### src/rtl/sha256_w_sched_ctrl.sv
// ----------------------------------------------------------------------------
// sha256_w_sched_ctrl
//   SHA-256 message-schedule sequencer. It loads one 512-bit padded block into
//   a 16-word sliding window. It then streams W[0..ROUNDS-1] to the round core,
//   one word per valid/ready transfer. Each transfer of W[t] also computes
//   W[t+16] into the top of the window.
//
// Ports
//   CLK        rising-edge clock
//   RST        asynchronous active-low reset
//   start      load request, honoured only while in_ready=1
//   block_in   message block, W0 = block_in[511:480] ... W15 = block_in[31:0]
//   abort      synchronous cancel of the current block
//   in_ready   1 while idle (ready to accept a block)
//   w_out      schedule word W[round_idx]
//   w_valid    w_out is valid
//   w_ready    consumer accepts w_out this cycle
//   round_idx  index of the word on w_out
//   done       one-cycle pulse after the last word is transferred
//   busy       1 while streaming
// ----------------------------------------------------------------------------
module sha256_w_sched_ctrl #(
    parameter int ROUNDS = 64          // legal range 17..64
) (
    input  logic         CLK,
    input  logic         RST,
    input  logic         start,
    input  logic [511:0] block_in,
    input  logic         abort,
    output logic         in_ready,
    output logic [31:0]  w_out,
    output logic         w_valid,
    input  logic         w_ready,
    output logic [5:0]   round_idx,
    output logic         done,
    output logic         busy
);

    typedef enum logic [1:0] {
        S_IDLE = 2'd0,
        S_RUN  = 2'd1,
        S_DONE = 2'd2
    } state_t;

    localparam logic [5:0] LAST_IDX = 6'(ROUNDS - 1);

    function automatic logic [31:0] rotr(input logic [31:0] x, input int n);
        return (x >> n) | (x << (32 - n));
    endfunction

    function automatic logic [31:0] sigma0(input logic [31:0] x);
        return rotr(x, 7) ^ rotr(x, 18) ^ (x >> 3);
    endfunction

    function automatic logic [31:0] sigma1(input logic [31:0] x);
        return rotr(x, 17) ^ rotr(x, 19) ^ (x >> 10);
    endfunction

    state_t      r_state;
    state_t      w_next_state;
    logic [31:0] r_window [16];
    logic [5:0]  r_round_idx;

    logic        w_load;
    logic        w_xfer;
    logic        w_last;
    logic        w_shift;
    logic [31:0] w_new_word;

    assign w_load  = (r_state == S_IDLE) && start && !abort;
    assign w_xfer  = (r_state == S_RUN) && w_ready;
    assign w_last  = (r_round_idx == LAST_IDX);
    // abort wins over a same-cycle transfer, and the final transfer leaves the
    // window and the index untouched.
    assign w_shift = w_xfer && !abort && !w_last;

    // Computes W[t+16] while W[t] (window[0]) is leaving. Additions wrap mod 2^32.
    assign w_new_word = sigma1(r_window[14]) + r_window[9]
                      + sigma0(r_window[1]) + r_window[0];

    // NOTE: next-state logic is purely combinational. The default assignment comes
    // first so that every path assigns w_next_state and no latch is inferred.
    always_comb begin
        w_next_state = r_state;
        case (r_state)
            S_IDLE: if (w_load) w_next_state = S_RUN;
            S_RUN: begin
                if (abort)                 w_next_state = S_IDLE;
                else if (w_xfer && w_last) w_next_state = S_DONE;
            end
            S_DONE:  w_next_state = S_IDLE;
            default: w_next_state = S_IDLE;
        endcase
    end

    always_ff @(posedge CLK or negedge RST) begin
        if (!RST) r_state <= S_IDLE;
        else      r_state <= w_next_state;
    end

    // NOTE: the window is a register file, but it is deliberately reset. Reset
    // must drive w_out (window[0]) to zero immediately, so every word is cleared.
    always_ff @(posedge CLK or negedge RST) begin
        if (!RST) begin
            for (int k = 0; k < 16; k++) r_window[k] <= '0;
            r_round_idx <= '0;
        end else if (w_load) begin
            for (int k = 0; k < 16; k++) r_window[k] <= block_in[511 - 32*k -: 32];
            r_round_idx <= '0;
        end else if (w_shift) begin
            for (int k = 0; k < 15; k++) r_window[k] <= r_window[k + 1];
            r_window[15] <= w_new_word;
            r_round_idx  <= r_round_idx + 6'd1;
        end
    end

    // All outputs come straight from registers or from a state decode.
    assign in_ready  = (r_state == S_IDLE);
    assign w_valid   = (r_state == S_RUN);
    assign busy      = (r_state == S_RUN);
    assign done      = (r_state == S_DONE);
    assign w_out     = r_window[0];
    assign round_idx = r_round_idx;

endmodule
### config.mk
export PLATFORM = sky130hd
export DESIGN_NAME = sha256_w_sched_ctrl
export DESIGN_NICKNAME = d
export VERILOG_FILES = /design/src/rtl/sha256_w_sched_ctrl.sv
export SDC_FILE = /design/constraint.sdc
export NUM_CORES = 2
export LEC_CHECK = 0
export CAP_MARGIN = 20
export CORE_MARGIN = 3
export CORE_UTILIZATION = 35
export CTS_BUF_LIST = sky130_fd_sc_hd__clkbuf_8
export DETAILED_ROUTE_END_ITERATION = 12
export SYNTH_ARGS = -nofsm -noshare
export SYNTH_HDL_FRONTEND = slang
export SYNTH_SLANG_ARGS = --single-unit
### constraint.sdc
create_clock -name CLK -period 9.34 [get_ports CLK]
set_input_delay 1.868 -clock CLK [delete_from_list [all_inputs] [get_ports CLK]]
set_output_delay 1.868 -clock CLK [all_outputs]
set_load 0.1 [all_outputs]
==> impl_metrics.yaml <==
place:
  place.gp.congestion: 0.882
  dpl.hpwl_mm: 81.6
  io_buffers: 558
cells_and_area:
  finish.net_count: 4385
  nFillCells: 8049
  area_delta_synth_final_pct: 26.1
  drive_gt1_frac: 0.0424
global_route:
  met2_usage: 0.398
  grt_max_degree: 246
  grt.met1_usage: 0.344
  grt_util_met3: 0.0569
  grt_busiest_layer: "met2"
  grt_pass1_vias: 24600
  grt.total_usage: 0.253
  antenna_found_initial: 20
  overflow: 0
  grt_first_pass_wirelength_mm: 160
yosys:
  ys.flop_type: "dfrtp_1"
  synth_edf_count: 0
  async_flop_share: 1.00
  syn_avg_cell_area_um2: 8.27
  syn_area_mm2: 0.0283
  yosysSeqAreaShare: 0.460
  synth_top_area_frac: 0.460
  synth_cells: 3417
  synth_fp_nets: 4028
  synth_seq_cells: 520
  ys_warn_count: 0
  ys_types: 55
  yosys.area.top_type: "dfrtp_1"
  yosys-top-cells-area: "dfrtp_1 46%, nand2_1 13%, a31oi_1 11%, nor2_1 6.9%, fa_1 4.4%"
cts:
  ctsResizeCount: 0
  clk_latency_ns: 0.75
  cts_tree: "done"
  cts_buffer_depth: 3
  clock-sinks: 520
  numCtsBuffers: 96
  post_cts_buffers: 0
  clk_pin_slew_ns: 0.06
  htree_num_levels: 3
  postCtsHoldBufs: 0
  root_buffer: "clkbuf_8"
routing:
  routedWlPerCell_um: 22.3
  drt_wl_total_mm: 109
  dr.pass1.iters: 6
  drt_iter0_drc: 2393
  drc: 0
  vias: 25100
  antenna_left: 0
  vias_per_cell: 5.12
hold_path:
  hold_path.class: "reg2reg"
die:
  chipHeight_um: 290
  io_pins: 559
  coreArea_mm2: 0.0795
  rows: 103
  die_x_um: 290
  die_area_mm2: 0.0842
  start_util: 0.355
sta:
  period_share: 0.504
  worst_pin_slew_ns: 1.15
  setup_viol_count_final: 0
  relSlewSlack: 0.230
  rsz0062_at_grt: "false"
  final_max_slew_viol_count: 0
  finalCriticalPeriod_ns: 4.71
  fin_worst_skew_ns: 0.0672
  tns_ns: 0
  clock.fmax_mhz: 212
  hold_violations: 0
run_status:
  status: "finished clean"
setup_path:
  worstSetupStartpointType: "register"
  end_kind: "register"
  worstReg2RegStart: "r_window[51]$_DFFE_PN0P_"
  rrSetupSlack_ns: 4.63
  worstReg2RegEnd: "r_window[23]$_DFFE_PN0P_"
  crit_end: "r_window[23]$_DFFE_PN0P_"
  reg2reg_depth: 13
  cp.arrival_ns: 5.30
  critPathRequiredTime_ns: 9.93
  critical_path_class: "reg2reg"
  crit_path_start: "r_window[51]$_DFFE_PN0P_"
  crit_fanout: 5
run:
  cap_violations: 0
how the worst min path moves through the flow:
| stage | start | to | slack (ns) | cells after the start |
|---|---|---|---|---|
| after CTS | r_window[12]$_DFFE_PN0P_ | r_window[44]$_DFFE_PN0P_ | 0.49 | 2 |
| final | r_window[74]$_DFFE_PN0P_ | r_window[106]$_DFFE_PN0P_ | 0.50 | 2 |
| after global routing | r_window[310]$_DFFE_PN0P_ | r_window[342]$_DFFE_PN0P_ | 0.51 | 2 |
| after global placement | r_window[6]$_DFFE_PN0P_ | r_window[6]$_DFFE_PN0P_ | 0.47 | 2 |
| after detailed placement | r_window[6]$_DFFE_PN0P_ | r_window[6]$_DFFE_PN0P_ | 0.49 | 2 |
| after floorplan | r_window[6]$_DFFE_PN0P_ | r_window[6]$_DFFE_PN0P_ | 0.45 | 2 |
flip-flops by register name, indices dropped and copies added (netlist names):
register   flops
r_window     480
w_out         32
r_state        2
round_idx      6
critical path, stage by stage, from the launching register on:
cell and delay, ns:
dfrtp_1 0.67, xor2_1 0.28, xnor2_1 0.21, fa_1 0.49
fa_1 0.50, inv_1 0.07, fa_1 0.43, a211oi_1 0.31
o21ai_0 0.28, nand4_1 0.17, o211ai_1 0.22, a21oi_1 0.49
xor2_1 0.32, a21oi_1 0.13
layer usage:
metal / vias up / wire, um / part of all wire
met2: 873 / 50300 / 0.46
met4: 16 / 3430 / 0.031
met3: 169 / 8060 / 0.074
met5: - / 94 / 0.00086
li1: 12000 / - / -
met1: 12100 / 47500 / 0.43
Yosys cell counts (3+ instances only):
master / number
o21a_1: 4
nand3_1: 7
inv_1: 120
buf_12: 3
nor3_1: 10
buf_4: 79
nor4_1: 3
mux2i_1: 5
xnor2_1: 88
a21oi_1: 50
o211ai_1: 5
buf_1: 5
nor2_1: 516
clkbuf_1: 167
a2bb2oi_1: 4
xor2_1: 54
buf_2: 35
a31oi_1: 489
ha_1: 32
and3_1: 9
a21o_1: 15
buf_6: 30
nand2_1: 1003
o22ai_1: 11
nor4b_1: 3
fa_1: 62
a211oi_1: 8
dfrtp_1: 520
o21ai_0: 33
a221oi_1: 3
nor2b_1: 6
nand4_1: 9
cell usage in the layout (no fill, tap or decap), types with 50 or more instances in the layout:
cell             Yosys  routed
a21oi_1             50      50
a31oi_1            489     489
clkbuf_8             0     123
clkdlybuf4s50_1      0     557
dfrtp_1            520     520
fa_1                62      62
inv_1              120     153
nand2_1           1003    1003
nor2_1             516     516
xnor2_1             88      88
xor2_1              54      54
logic make-up after synthesis:
family                     count (synthesis)  share of synthesized area
DFF                                      520                      0.460
xor gates and xnor gates                 142                     0.0440
AOI/OAI and AO/OA                        638                      0.141
adders and majority gates                 94                     0.0581
muxes                                      5                    0.00177
and+or+nand+nor                         1577                      0.215
buffers and inverters                    441                     0.0804
area by class of cell:
type | instances | area, um2 | share of cell area
inverters | 120 | 450 | 0.0126
repair buffers | 580 | 5860 | 0.164
diodes | 15 | 37.5 | 0.00105
clock inverters | 44 | 284 | 0.00797
multi-input cells | 2456 | 13000 | 0.365
clock buffers | 123 | 1690 | 0.0475
flip-flops and latches | 520 | 13000 | 0.365
well taps | 1050 | 1310 | 0.0368
stage by stage:
step / cell area [um2] / setup WS [ns] / hold WS (ns) / cells / utilization
after floorplan: 28300 / 5.18 / 0.450 / 3417 / -
after global placement: 33600 / 4.22 / 0.474 / 4726 / 0.423
after detailed placement: 33600 / 4.19 / 0.489 / 4726 / 0.423
after CTS: 35600 / 4.60 / 0.487 / 4893 / 0.448
after global routing: 35600 / 4.40 / 0.511 / 4900 / 0.448
final: 35700 / 4.63 / 0.499 / 4908 / 0.448
Power is not shown: default switching activity piles up to over one toggle a cycle in this logic, so the estimate is an artifact.
